===== config.mk =====
export PLATFORM = sky130hd
export DESIGN_NAME = debug_display_ctrl
export DESIGN_NICKNAME = d
export VERILOG_FILES = /design/src/rtl/debug_display_ctrl.sv
export SDC_FILE = /design/constraint.sdc
export NUM_CORES = 1
export LEC_CHECK = 0
export ABC_CLOCK_PERIOD_IN_PS = 15000
export CAP_MARGIN = 30
export CORE_ASPECT_RATIO = 1.1
export CORE_UTILIZATION = 45
export DETAILED_ROUTE_END_ITERATION = 8
export PLACE_DENSITY = 0.8
export SLEW_MARGIN = 20
export SYNTH_ARGS = -nofsm -noshare
export SYNTH_HDL_FRONTEND = slang
export SYNTH_SLANG_ARGS = --single-unit

===== constraint.sdc =====
create_clock -name clk -period 15 [get_ports clk]
set_input_delay 3 -clock clk [delete_from_list [all_inputs] [get_ports clk]]
set_output_delay 3 -clock clk [all_outputs]
set_load 0.005 [all_outputs]

===== src/rtl/debug_display_ctrl.sv =====
// Debug front-panel controller: selects a pipeline channel or register value, converts it
// digit by digit to decimal or hex, and drives double-buffered seven-segment displays and LEDs.
module debug_display_ctrl #(
    parameter int unsigned NUM_CH     = 7,
    parameter int unsigned VAL_W      = 32,
    parameter int unsigned OP_W       = 7,
    parameter int unsigned NUM_DIGITS = 6,
    parameter int unsigned LED_W      = 10
) (
    input  logic                    clk,
    input  logic                    rst_n,
    input  logic [NUM_CH*VAL_W-1:0] ch_value,
    input  logic [NUM_CH*OP_W-1:0]  ch_opcode,
    input  logic [VAL_W-1:0]        reg_value,
    input  logic [9:0]              SW,
    output logic [NUM_DIGITS*7-1:0] HEX,
    output logic [LED_W-1:0]        LEDR,
    output logic                    busy
);

    localparam int unsigned IDX_W = (NUM_DIGITS > 1) ? $clog2(NUM_DIGITS) : 1;
    localparam logic [IDX_W-1:0] LAST_IDX = IDX_W'(NUM_DIGITS - 1);

    typedef enum logic [1:0] {StIdle, StLoad, StConv, StCommit} state_e;

    state_e                  state_q, state_d;
    logic [VAL_W-1:0]        work_q, work_d;
    logic [VAL_W-1:0]        snap_value_q, snap_value_d;
    logic [4:0]              snap_mode_q, snap_mode_d;
    logic [VAL_W-1:0]        shown_value_q, shown_value_d;
    logic [4:0]              shown_mode_q, shown_mode_d;
    logic                    shown_valid_q, shown_valid_d;
    logic [IDX_W-1:0]        idx_q, idx_d;
    logic                    busy_q, busy_d;
    logic [3:0]              shadow_q [NUM_DIGITS];
    logic [3:0]              shadow_d [NUM_DIGITS];
    logic [NUM_DIGITS*7-1:0] hex_q, hex_d;
    logic [LED_W-1:0]        ledr_q, ledr_d;

    logic [VAL_W-1:0]        target;
    logic [OP_W-1:0]         opcode;
    logic [4:0]              mode;
    logic [3:0]              digit;
    logic [VAL_W-1:0]        quot;
    logic [NUM_DIGITS*7-1:0] commit_hex;

    function automatic logic [6:0] glyph(input logic [3:0] d);
        case (d)
            4'h0: glyph = 7'b1000000;
            4'h1: glyph = 7'b1111001;
            4'h2: glyph = 7'b0100100;
            4'h3: glyph = 7'b0110000;
            4'h4: glyph = 7'b0011001;
            4'h5: glyph = 7'b0010010;
            4'h6: glyph = 7'b0000010;
            4'h7: glyph = 7'b1111000;
            4'h8: glyph = 7'b0000000;
            4'h9: glyph = 7'b0010000;
            4'hA: glyph = 7'b0001000;
            4'hB: glyph = 7'b0000011;
            4'hC: glyph = 7'b1000110;
            4'hD: glyph = 7'b0100001;
            4'hE: glyph = 7'b0000110;
            default: glyph = 7'b0001110;
        endcase
    endfunction

    // Out-of-range channel selects read as zero value and zero opcode.
    always_comb begin
        target = '0;
        opcode = '0;
        for (int k = 0; k < NUM_CH; k++) begin
            if (SW[2:0] == 3'(k)) begin
                target = ch_value[k*VAL_W +: VAL_W];
                opcode = ch_opcode[k*OP_W +: OP_W];
            end
        end
        if (SW[9]) target = reg_value;
    end

    assign mode  = {SW[9], SW[8], SW[2:0]};
    assign digit = snap_mode_q[3] ? work_q[3:0] : 4'(work_q % VAL_W'(10));
    assign quot  = snap_mode_q[3] ? (work_q >> 4) : (work_q / VAL_W'(10));

    // Leftover quotient after the last digit means the value does not fit: show dashes.
    always_comb begin
        logic seen;
        commit_hex = '1;
        seen       = 1'b0;
        for (int d = NUM_DIGITS - 1; d >= 0; d--) begin
            if (shadow_q[d] != 4'd0 || d == 0) seen = 1'b1;
            if (work_q != '0) commit_hex[d*7 +: 7] = 7'b0111111;
            else if (seen)    commit_hex[d*7 +: 7] = glyph(shadow_q[d]);
            else              commit_hex[d*7 +: 7] = 7'h7F;
        end
    end

    always_comb begin
        state_d       = state_q;
        work_d        = work_q;
        snap_value_d  = snap_value_q;
        snap_mode_d   = snap_mode_q;
        shown_value_d = shown_value_q;
        shown_mode_d  = shown_mode_q;
        shown_valid_d = shown_valid_q;
        idx_d         = idx_q;
        busy_d        = busy_q;
        shadow_d      = shadow_q;
        hex_d         = hex_q;
        case (state_q)
            StIdle: begin
                if (!SW[7] && (!shown_valid_q || target != shown_value_q ||
                               mode != shown_mode_q)) begin
                    state_d = StLoad;
                end
            end
            StLoad: begin
                work_d       = target;
                snap_value_d = target;
                snap_mode_d  = mode;
                idx_d        = '0;
                busy_d       = 1'b1;
                state_d      = StConv;
            end
            StConv: begin
                shadow_d[idx_q] = digit;
                work_d          = quot;
                if (idx_q == LAST_IDX) state_d = StCommit;
                else                   idx_d   = idx_q + 1'b1;
            end
            StCommit: begin
                hex_d         = commit_hex;
                shown_value_d = snap_value_q;
                shown_mode_d  = snap_mode_q;
                shown_valid_d = 1'b1;
                busy_d        = 1'b0;
                state_d       = StIdle;
            end
            default: state_d = StIdle;
        endcase
    end

    // LED bar shows the opcode bit-reversed so its MSB lands on LEDR[0].
    always_comb begin
        ledr_d = '0;
        if (SW[9]) begin
            ledr_d = '1;
        end else begin
            for (int i = 0; i < OP_W; i++) ledr_d[i] = opcode[OP_W-1-i];
            ledr_d[LED_W-1] = busy_d;
        end
    end

    always_ff @(posedge clk or negedge rst_n) begin
        if (!rst_n) begin
            state_q       <= StIdle;
            work_q        <= '0;
            snap_value_q  <= '0;
            snap_mode_q   <= '0;
            shown_value_q <= '0;
            shown_mode_q  <= '0;
            shown_valid_q <= 1'b0;
            idx_q         <= '0;
            busy_q        <= 1'b0;
            for (int d = 0; d < NUM_DIGITS; d++) shadow_q[d] <= '0;
            hex_q         <= '1;
            ledr_q        <= '0;
        end else begin
            state_q       <= state_d;
            work_q        <= work_d;
            snap_value_q  <= snap_value_d;
            snap_mode_q   <= snap_mode_d;
            shown_value_q <= shown_value_d;
            shown_mode_q  <= shown_mode_d;
            shown_valid_q <= shown_valid_d;
            idx_q         <= idx_d;
            busy_q        <= busy_d;
            for (int d = 0; d < NUM_DIGITS; d++) shadow_q[d] <= shadow_d[d];
            hex_q         <= hex_d;
            ledr_q        <= ledr_d;
        end
    end

    assign HEX  = hex_q;
    assign LEDR = ledr_q;
    assign busy = busy_q;

endmodule


; ---- After elaboration in Yosys (flattened, before gate mapping)
; Memory sizes are Yosys's and may differ from the RTL's.
; Index checks and enable logic that the tools add are counted.
[classes]
order_cmp = 2
bitwise = 1
mux = 46
n_eq_ne = 15
add_sub_neg = 1
reduce_logical = 17
div_mod_pow = 2
[op_table]
columns = operator, count
row1 = $mux W32, 9
row2 = $mux W7, 19
row3 = $pmux W32 S2, 1
row4 = $div A32 B4 Y32 const B, 1
row5 = $mod A32 B4 Y32 const B, 1
row6 = $ne A32 B32 Y1, 1
row7 = $reduce_bool A32 Y1, 1
row8 = $bwmux W24, 1
row9 = $reduce_bool A4 Y1, 5
row10 = $demux W4 S3, 1
row11 = $eq A3 B3 Y1 const B, 4
row12 = $mux W4, 2
row13 = $pmux W2 S4, 1
row14 = $eq A3 B2 Y1 const B, 2
row15 = $mux W1, 6
row16 = $mux W2, 3
row17 = $ne A2 B2 Y1 const B, 3
row18 = $pmux W3 S2, 1
row19 = $ne A5 B5 Y1, 1
row20 = $eq A2 B2 Y1 const B, 2
row21 = $ge A4 B4 Y1 const B, 1
row22 = $lt A4 B1 Y1 const B, 1
row23 = $not A3 Y4, 1
row24 = $reduce_and A2 Y1, 2
row25 = 11 further kinds, 14
[word_totals]
reg_bits = 189
out_inout_bits = 53
mem_bits_ro = 672
memories = 6
[memory_table]
columns = memory, words, width, read_ports, rd_clocked_by_memory_dff, write_ports, line_no
row1 = (no name shown), 16, 7, 1, 0, 0, 48  ; case (d)
row2 = (no name shown), 16, 7, 1, 0, 0, 48
row3 = (no name shown), 16, 7, 1, 0, 0, 48
row4 = (no name shown), 16, 7, 1, 0, 0, 48
row5 = (no name shown), 16, 7, 1, 0, 0, 48
row6 = (no name shown), 16, 7, 1, 0, 0, 48

; ---- Depth between registers and ports, before layout
; Gate-level depths: netlist of run 1.
[logic_depth]
word_depth = 15
depth_mapped = 51
ltp_nobuf = 40

; ---- Least setup slack after synthesis of run 1
; OpenSTA, ideal clock, no wires.
[synth_timing]
path_kind = register -> register
startpoint = register work_q[31]
endpoint = register shadow_q[17] in the netlist's numbering
path_stages_with_launch = 44
t_arrival_ns = 10.682
path_buffers = 3
slack_ns = 4.193
t_required_ns = 14.875
cell_sequence = dfrtp_1 -> buf_2 -> clkinv_1 -> xnor2_1 -> a311oi_2 -> mux2_2 -> o311ai_4 -> a22oi_1 -> o221ai_2 -> a21o_1 -> o221ai_1 -> a221o_1 -> or2_1 -> mux2i_1 -> nor3_4 -> mux2i_1 -> nor4_4 -> nand2b_1 -> (+8 left out) -> or4_1 -> o31a_1 -> or3_4 -> a22o_1 -> a211oi_2 -> or2_1 -> buf_4 -> mux2_2 -> a211o_1 -> nor3_4 -> a21boi_0 -> a211oi_1 -> a211oi_2 -> and2b_1 -> o21a_1 -> o31a_2 -> xnor2_4 -> o21ai_2
[synth_between]
elab_chain_len = 3
[synth_rtl]
columns = element, line_no
row1 = from (decl), 27  ; logic [VAL_W-1:0] work_q, work_d;
row2 = from (signal assigned), 170  ; work_q <= work_d;
row3 = $mod A32 B4 Y32, 82  ; assign digit = snap_mode_q[3] ? work_q[3:0] : 4'(work_q % VAL_W'(10));
row4 = $mux W4, 82
row5 = $bwmux W24, 126  ; shadow_d[idx_q] = digit;
row6 = to (decl), 35  ; logic [3:0] shadow_q [NUM_DIGITS];
; No other way between the ends.
; A chain may end at the register's enable or synchronous reset.

; ---- Final worst setup path of run 1
; Ends and elaborated chain as after synthesis.

==> summary.txt, run 1 <==
Status
  – Outcome: finished, final reports clean

Die
  – Initial Utilization: 45.80%
  – Ports: 370
  – Die Height: 208.8 µm
  – Core area: 0.03819 mm²
  – Die X: 190.0 µm
  – Total Die Area: 0.03966 mm²
  – Cell row count: 75

Detailed routing
  – Routed WL: 62580 µm
  – Number of remaining DRC errors: 0
  – Via count: 18334
  – Avg Vias per Cell: 6.307
  – Antenna viol nets, final: 0
  – Drt first pass iters: 6
  – WL per Instance: 21.53 µm
  – DR iter-0 viols: 2043

Synth
  – Unique cell type count in the Yosys netlist: 130
  – Most used DFF post-synth: dfrtp_1
  – Post-synthesis simple-gate area fraction: 19.54%
  – Number of synthesized flops with an enable pin: 0
  – Largest family of logic cells by synthesized area: compound AO/OA/AOI/OAI gates
  – Synth area leaders: dfrtp_1, dfstp_2, a21oi_1
  – Synth Register Bits: 188
  – Synth top area share: 20.89%
  – Multiplexer share of the synthesized area: 9.564%
  – Most common cell in the netlist: nor2_1
  – Synth Area in XOR/XNOR: 2.997%
  – Post-synthesis compound-gate area fraction: 31.10%
  – Synth async-reset ratio: 100.0%
  – Cell Area, Synth: 0.01749 mm²
  – Post-synthesis sequential area ratio: 27.20%
  – Syn nets: 2540
  – Yosys warnings: 0
  – Leading area contributor after synthesis: dfrtp_1
  – Syn Area/Cell: 8.023 µm²
  – Synthesized instance count: 2180
  – Synth cell count leaders: nor2_1, a21oi_1, nand2_1
  – Post-Synth Adder-Cell Area: 3.484%

Run
  – MaxCap Viol Count: 0

Cells and area
  – Area Growth Syn to Fin: 24.32%
  – Design area: 0.02174 mm²
  – Final #Nets: 2751
  – Filler cells: 3404
  – Layout cells sized above 1: 11.02%

GRT
  – Antenna violations before repair: 6
  – Vias in the first global route: 17250
  – Gr usage total: 31.20%
  – GRT Residual Overflow: 0
  – Largest net degree at the start of global routing: 76
  – First-pass GRT wire length: 97490 µm

Timing
  – Layout Skew: 0.01577 ns
  – Worst Tran Pin Value: 0.9658 ns
  – Final hold vios: 0
  – Max Clock Freq: 71.08 MHz
  – Period utilisation layout: 93.79%
  – Final min period: 14.07 ns
  – Final Max Slew Viols: 0
  – RSZ-0062 raised after global routing: no
  – Setup violations, final: 0
  – Final TNS setup: 0 ns
  – Slew HR: 34.94%

Clock tree
  – CTS tree: built
  – Clock tree root buffer cell: clkbuf_16
  – # hold bufs at CTS: 0
  – TritonCTS Buffers: 17
  – Clk slew on worst S/H paths: 0.07 ns
  – Postcts setup bufs: 0
  – Worst-Skew Late Latency: 0.46 ns
  – Clk sink count: 188
  – Htree depth: 4
  – Clock Path Buffers: 2

Min path
  – Hold Crit Class: reg2reg
  – Min-delay src: HEX[27]$_DFFE_PN1N_
  – Hold Path Cell Cnt: 2
  – WHS Endpoint: HEX[27]$_DFFE_PN1N_

Setup path
  – Worst setup EP type: flop
  – RR Endpoint: shadow_q[17]$_DFFE_PN0P_
  – Slowest CP cell: dfrtp_2
  – Worst Setup Start Kind: flop
  – WP data arrival: 14.40 ns
  – Slowest cell delay on critical path: 0.68 ns
  – Critical Path Fanout Max: 29
  – Reg2Reg Depth: 40
  – Flop-to-flop setup slack: 0.93 ns
  – Critical path type: reg2reg
  – Worst r2r src: work_q[31]$_DFFE_PN0P_
  – Data required time at the worst endpoint: 15.33 ns

Place
  – Final GP Congestion: 0.9674
  – Post-DP HPWL: 47280 µm
  – Area of placed instances: 0.02111 mm²
  – Port Buf Inserts: 365
worst max path at each step:
stage / start / end / slack [ns] / cells after the start
after floorplan: work_q[31]$_DFFE_PN0P_ / shadow_q[17]$_DFFE_PN0P_ / 4.19 / 43
after global placement: work_q[31]$_DFFE_PN0P_ / shadow_q[17]$_DFFE_PN0P_ / 1.14 / 40
after detailed placement: work_q[31]$_DFFE_PN0P_ / shadow_q[13]$_DFFE_PN0P_ / 0.88 / 40
after CTS: work_q[31]$_DFFE_PN0P_ / shadow_q[17]$_DFFE_PN0P_ / 0.87 / 40
after global routing: work_q[29]$_DFFE_PN0P_ / shadow_q[23]$_DFFE_PN0P_ / 0.02 / 40
final: work_q[31]$_DFFE_PN0P_ / shadow_q[17]$_DFFE_PN0P_ / 0.93 / 40
registers in the layout (all words and copies together) (netlist names):
| register | cells |
|---|---|
| LEDR | 9 |
| snap_value_q | 32 |
| shown_value_q | 32 |
| shadow_q | 24 |
| work_q | 32 |
| idx_q | 3 |
| shown_mode_q | 5 |
| shown_valid_q | 1 |
| HEX | 42 |
| state_q | 2 |
| snap_mode_q | 5 |
| busy | 1 |
layout make-up:
cell class	count	area [µm²]	share of cell area (%)
well taps	500	625.6	2.877
clock inverters	11	115.1	0.5294
inverters	61	229.0	1.053
diodes	3	7.507	0.03452
flip-flops and latches	188	4761	21.89
repair buffers	385	3787	17.42
multi-input cells	1738	11720	53.88
clock buffers	21	504.2	2.319
critical path, delay by kind of cell, from the launching register on:
family / cells / cell delay [ns]
AND/OR/NAND/NOR: 11 / 3.31
AO/OA/AOI/OAI: 23 / 7.86
XOR/XNOR: 2 / 0.46
buffers and inverters: 1 / 0.40
multiplexers: 3 / 1.19
flip-flops: 1 / 0.68
metal layers:
layer	global-route usage [%]	share of wire (%)
met5	0	0
met2	51.01	48
met3	5.089	7.7
met4	9.872	2.7
met1	41.85	42
kinds of logic after synthesis:
family / Yosys count
buffers and inverters: 254
flip-flops: 188
AO/OA/AOI/OAI: 777
XOR/XNOR: 56
AND/OR/NAND/NOR: 704
adder cells (fa/ha/maj): 50
multiplexers: 151
stage by stage:
stage          hold WS, ns  instances  util [%]  setup slack [ns]
2_1_floorplan       0.4392       2180         -             4.193
3_3_place_gp        0.4496       2871     55.26             1.140
3_5_place_dp        0.4618       2872     55.27            0.8804
4_1_cts             0.4753       2904     56.89            0.8714
5_1_grt             0.4934       2907     56.93           0.01816
6_report            0.4719       2907     56.93            0.9315
repair_timing:
item,in CTS,in global routing
resized for setup,0,4
setup endpoints to repair,0,19
endpoints found under the hold margin,0,0
layout by cell type, fill, tap and decap left out, types with 19 or more instances in the layout:
cell	n
a211oi_1	23
a21oi_1	198
a22o_1	36
a31oi_1	28
buf_4	21
clkbuf_16	20
clkdlybuf4s50_1	360
dfrtp_1	143
dfstp_2	42
ha_1	39
inv_1	52
mux2_2	73
mux2i_1	70
nand2_1	178
nand3_1	51
nand4_1	29
nor2_1	248
nor2b_1	19
nor3_1	42
o211ai_1	35
o21ai_0	140
o21ai_1	22
o221ai_1	38
o22a_1	21
xnor2_1	25
xor2_1	28
Power of run 1 is not shown: default switching activity piles up to over one toggle a cycle in this logic, so the estimate is an artifact.
==> run 2: changes to the inputs <==
==> constraint.sdc (replaced) <==
create_clock -name clk -period 15 [get_ports clk]
set_input_delay 3.75 -clock clk [delete_from_list [all_inputs] [get_ports clk]]
set_output_delay 3.75 -clock clk [all_outputs]
set_load 0.005 [all_outputs]
==> summary.txt, run 2 (synthesized netlist as in run 1, its figures left out) <==
GRT
  – GRT Residual Overflow: 0 (unchanged)
  – Antenna violations before repair: 2 (-4)
  – Largest net degree at the start of global routing: 76 (unchanged)
  – First-pass GRT wire length: 97970 µm (+0.50%)
  – Vias in the first global route: 17466 (+1.3%)
  – Gr usage total: 31.32% (+0.13 points)

Clock tree
  – # hold bufs at CTS: 0 (unchanged)
  – Htree depth: 4 (unchanged)
  – Clock tree root buffer cell: clkbuf_16
  – CTS tree: built
  – Postcts setup bufs: 0 (unchanged)
  – Clock Path Buffers: 2 (unchanged)
  – Clk slew on worst S/H paths: 0.07 ns (about the same)
  – Post-CTS resize count: 0 (unchanged)
  – Worst-Skew Late Latency: 0.45 ns (about the same)
  – Clk sink count: 188 (unchanged)
  – TritonCTS Buffers: 17 (unchanged)

Cells and area
  – Area Growth Syn to Fin: 23.73%
  – Register area: 0.004757 mm² (about the same)
  – Layout cells sized above 1: 10.73% (-0.29 points)
  – Filler cells: 3422 (+0.53%)
  – Final #Nets: 2752 (+0.036%)
  – Multi-input logic area: 0.01171 mm² (about the same)
  – Commonest non-fill, non-tap cell in the layout: clkdlybuf4s50_1
  – Max FFs per register: 42 (unchanged)
  – Commonest non-fill, non-tap cells in the layout: clkdlybuf4s50_1, nor2_1, a21oi_1, nand2_1, dfrtp_1

Detailed routing
  – Via count: 18502 (+0.92%)
  – DR iter-0 viols: 2041 (-0.098%)
  – Drt first pass iters: 6 (unchanged)
  – WL per Instance: 21.63 µm (+0.48%)
  – Routed WL: 62840 µm (+0.41%)
  – Avg Vias per Cell: 6.369 (+0.99%)
  – Antenna viol nets, final: 0 (unchanged)
  – Number of remaining DRC errors: 0 (unchanged)

Timing
  – Setup violations, final: 0 (unchanged)
  – Slew HR: 35.98% (+1.0 points)
  – Final hold vios: 0 (unchanged)
  – Max Clock Freq: 70.86 MHz (-0.32%)
  – Period utilisation layout: 94.09% (+0.30 points)
  – Layout Skew: 0.01087 ns (-0.004900 ns)
  – Final Max Slew Viols: 0 (unchanged)
  – Worst Tran Pin Value: 0.9603 ns (-0.005452 ns)
  – Final TNS setup: 0 ns (unchanged)
  – RSZ-0062 raised after global routing: no
  – Final min period: 14.11 ns (+0.04478 ns)

Die
  – Ports: 370 (unchanged)
  – Die X: 190.0 µm (unchanged)
  – Total Die Area: 0.03966 mm² (unchanged)
  – Initial Utilization: 45.80% (unchanged)
  – Die Height: 208.8 µm (unchanged)
  – Cell row count: 75 (unchanged)
  – Core area: 0.03819 mm² (unchanged)

Setup path
  – Worst setup EP type: flop
  – Slowest CP cell: dfrtp_1
  – Critical Path Fanout Max: 29 (unchanged)
  – Slowest cell delay on critical path: 0.92 ns (+0.24 ns)
  – WP data arrival: 14.44 ns (+0.04 ns)
  – Reg2Reg Depth: 40 (unchanged)
  – Data required time at the worst endpoint: 15.32 ns (about the same)
  – Worst Setup Start Kind: flop
  – Critical path type: reg2reg

Min path
  – Hold Crit Class: reg2reg
  – Hold Path Cell Cnt: 2 (unchanged)

Run
  – MaxCap Viol Count: 0 (unchanged)

Place
  – Post-DP HPWL: 47230 µm (-0.12%)
  – Final GP Congestion: 0.9771 (+1.0%)
  – Port Buf Inserts: 365 (unchanged)

Status
  – Outcome: finished, final reports clean
[run 2: cell types whose count changed in the layout (fill, tap and decap cells not counted), sizes merged]
cell	previous run	this run
clkinv	10	14
inv	61	57
clkinvlp	0	3
clkbuf	21	19
diode	3	1
bufinv	1	0
[run 2: worst max-delay path, delay by kind of cell, from the launching register on]
| family | cells | cell delay [ns] |
|---|---|---|
| AOI/OAI and AO/OA | 21 | 7.20 |
| xor gates and xnor gates | 2 | 0.61 |
| buffers and inverters | 1 | 0.52 |
| DFF | 1 | 0.92 |
| muxes | 2 | 0.81 |
| and+or+nand+nor | 14 | 3.89 |
[run 2: stage by stage]
step	setup slack (ns)	utilization, %	instances	cell area (µm²)	hold WS [ns]
floorplan	4.193	-	2180	17490	0.4392
global placement	1.463	55.24	2870	21100	0.4511
detailed placement	1.210	55.25	2871	21100	0.4610
CTS	1.158	56.62	2902	21630	0.4745
global route	0.01575	56.66	2905	21640	0.4991
finish	0.8867	56.66	2905	21640	0.4732
[run 2: area by class of cell]
| type | instances | area share [%] |
|---|---|---|
| Multi-Input combinational cell | 1738 | 54.12 |
| Sequential cell | 188 | 21.98 |
| Timing Repair Buffer | 386 | 17.52 |
| Tap cell | 500 | 2.891 |
| Clock buffer | 18 | 1.983 |
| Inverter | 61 | 1.058 |
| Clock inverter | 13 | 0.4336 |
| Antenna cell | 1 | 0.01156 |
[run 2: worst paths after layout]
kind                                         from                 endpoint  slack (ns)
max                        work_q[31]$_DFFE_PN0P_  shadow_q[9]$_DFFE_PN0P_        0.89
min                           HEX[41]$_DFFE_PN1N_      HEX[41]$_DFFE_PN1N_        0.47
max reg2reg                work_q[31]$_DFFE_PN0P_  shadow_q[9]$_DFFE_PN0P_        0.89
min reg2reg                   HEX[41]$_DFFE_PN1N_      HEX[41]$_DFFE_PN1N_        0.47
max in group asynchronous                   rst_n    work_q[7]$_DFFE_PN0P_       10.45
min in group asynchronous                   rst_n  shadow_q[8]$_DFFE_PN0P_        3.30
[run 2: layer usage]
metal / share of wire (%) / global-route usage (%) / vias to the layer above
li1: - / - / 8554
met3: 8.5 / 7.289 / 106
met4: 2.7 / 9.121 / 0
met5: 0 / 0 / -
met1: 41 / 40.26 / 8973
met2: 48 / 52.01 / 869
Power of run 2 is left out for the same reason.
==> run 3: changes to the inputs <==
--- a/config.mk
+++ b/config.mk
@@ -10,7 +10,8 @@
 export CORE_ASPECT_RATIO = 1.1
 export CORE_UTILIZATION = 45
 export DETAILED_ROUTE_END_ITERATION = 8
-export PLACE_DENSITY = 0.8
+export PLACE_DENSITY_LB_ADDON = 0.12
+export SETUP_SLACK_MARGIN = 0.5
 export SLEW_MARGIN = 20
 export SYNTH_ARGS = -nofsm -noshare
 export SYNTH_HDL_FRONTEND = slang
==> summary.txt, run 3 (synthesized netlist as in run 1, its figures left out) <==
GRT
  – GRT Residual Overflow: 0 (unchanged)
  – Antenna violations before repair: 9 (+7)
  – Largest net degree at the start of global routing: 111 (+46%)
  – Gr usage total: 30.53% (-0.80 points)
  – Vias in the first global route: 17128 (-1.9%)
  – First-pass GRT wire length: 96790 µm (-1.2%)

Timing
  – Worst Tran Pin Value: 0.9600 ns (-0.0002961 ns)
  – Setup violations, final: 0 (unchanged)
  – Max Clock Freq: 73.04 MHz (+3.1%)
  – Final hold vios: 0 (unchanged)
  – Slew HR: 35.32% (-0.66 points)
  – Final Max Slew Viols: 0 (unchanged)
  – Final min period: 13.69 ns (-0.4213 ns)
  – Period utilisation layout: 91.28% (-2.8 points)
  – RSZ-0062 raised after global routing: no
  – Final TNS setup: 0 ns (unchanged)
  – Layout Skew: 0.02291 ns (+0.01205 ns)

Die
  – Initial Utilization: 45.80% (unchanged)
  – Total Die Area: 0.03966 mm² (unchanged)
  – Die X: 190.0 µm (unchanged)
  – Die Height: 208.8 µm (unchanged)
  – Ports: 370 (unchanged)
  – Core area: 0.03819 mm² (unchanged)
  – Cell row count: 75 (unchanged)

Setup path
  – Crit-path most repeated cell: nor2_1
  – Data required time at the worst endpoint: 15.32 ns (about the same)
  – Flop-to-flop setup slack: 1.31 ns (+0.42 ns)
  – Slowest cell delay on critical path: 0.70 ns (-0.22 ns)
  – Reg2Reg Depth: 40 (unchanged)
  – Worst Setup Start Kind: flop
  – Setup crit start: work_q[31]$_DFFE_PN0P_
  – Critical path type: reg2reg
  – WP data arrival: 14.01 ns (-0.43 ns)
  – Worst r2r src: work_q[31]$_DFFE_PN0P_
  – Worst setup EP type: flop
  – Critical Path Fanout Max: 29 (unchanged)
  – Slowest CP cell: dfrtp_2

Clock tree
  – Clock Path Buffers: 2 (unchanged)
  – TritonCTS Buffers: 17 (unchanged)
  – Clock tree root buffer cell: clkbuf_16
  – Postcts setup bufs: 0 (unchanged)
  – Clk slew on worst S/H paths: 0.09 ns (+0.02 ns)
  – CTS tree: built
  – Clk sink count: 188 (unchanged)
  – Htree depth: 4 (unchanged)
  – Worst-Skew Late Latency: 0.45 ns (about the same)
  – # hold bufs at CTS: 0 (unchanged)

Cells and area
  – Final #Nets: 2753 (+0.036%)
  – Register area: 0.004761 mm² (about the same)
  – Multi-input logic area: 0.01173 mm² (+0.17%)
  – Post-route insts no fill: 2914 (+0.31%)
  – Commonest non-fill, non-tap cells in the layout: clkdlybuf4s50_1, nor2_1, a21oi_1, nand2_1, dfrtp_1
  – Max FFs per register: 42 (unchanged)
  – Area Growth Syn to Fin: 24.69%
  – Layout cells sized above 1: 11.14% (+0.41 points)
  – Filler cells: 3536 (+3.3%)
  – Commonest non-fill, non-tap cell in the layout: clkdlybuf4s50_1

Place
  – Final GP Congestion: 0.9248 (-5.4%)
  – Post-DP HPWL: 46520 µm (-1.5%)
  – Port Buf Inserts: 365 (unchanged)
  – Cells after DPL: 2870 (-0.035%)

Detailed routing
  – Avg Vias per Cell: 6.179 (-3.0%)
  – Antenna viol nets, final: 0 (unchanged)
  – Via count: 18007 (-2.7%)
  – Routed WL: 61590 µm (-2.0%)
  – Drt first pass iters: 5 (-1)
  – DR iter-0 viols: 1285 (-37%)
  – WL per Instance: 21.14 µm (-2.3%)
  – Number of remaining DRC errors: 0 (unchanged)

Min path
  – Hold Path Cell Cnt: 2 (unchanged)
  – Hold Crit Class: reg2reg
  – Min-delay src: HEX[34]$_DFFE_PN1N_

Status
  – Outcome: finished, final reports clean

Run
  – MaxCap Viol Count: 0 (unchanged)
run 3: through the flow:
step | setup slack, ns | area (µm²) | hold WS (ns) | utilization [%]
after floorplan | 4.193 | 17490 | 0.4392 | -
after global placement | 1.050 | 21080 | 0.4502 | 55.19
after detailed placement | 0.8129 | 21110 | 0.4570 | 55.28
after CTS | 0.6972 | 21710 | 0.4768 | 56.84
after global routing | 0.5145 | 21810 | 0.4895 | 57.09
final | 1.308 | 21810 | 0.4726 | 57.10
run 3: final cells by class:
cell class	count	area share, %
Antenna cell	8	0.09180
Clock buffer	18	1.968
Clock inverter	14	0.7573
Inverter	61	1.050
Multi-Input combinational cell	1738	53.79
Sequential cell	188	21.83
Tap cell	500	2.869
Timing Repair Buffer	387	17.64
run 3: routing by layer:
layer,up-vias,share of wire [%],global-route usage (%)
met5,-,0.047,0
li1,8586,-,-
met1,8681,43,41.12
met4,4,2.1,8.648
met3,72,5.5,3.695
met2,664,49,51.07
run 3: timing repair:
action | 4_1_cts | 5_1_grt
gates resized for setup | 0 | 7
endpoints found under the setup margin | 0 | 20
endpoints found under the hold margin | 0 | 0
run 3: final timing paths:
path,to
worst max register to register,shadow_q[17]$_DFFE_PN0P_
min in group asynchronous,work_q[18]$_DFFE_PN0P_
worst max-delay path,shadow_q[17]$_DFFE_PN0P_
worst min-delay path,HEX[34]$_DFFE_PN1N_
worst min register to register,HEX[34]$_DFFE_PN1N_
max in group asynchronous,HEX[9]$_DFFE_PN1N_
run 3: worst max-delay path, delay by kind of cell, from the launching register on:
family / cells / cell delay, ns
flops: 1 / 0.70
xor+xnor: 2 / 0.58
simple gates: 11 / 3.27
buf+inv: 1 / 0.42
compound gates: 24 / 7.57
mux: 2 / 0.99
Power of run 3 is left out for the same reason.
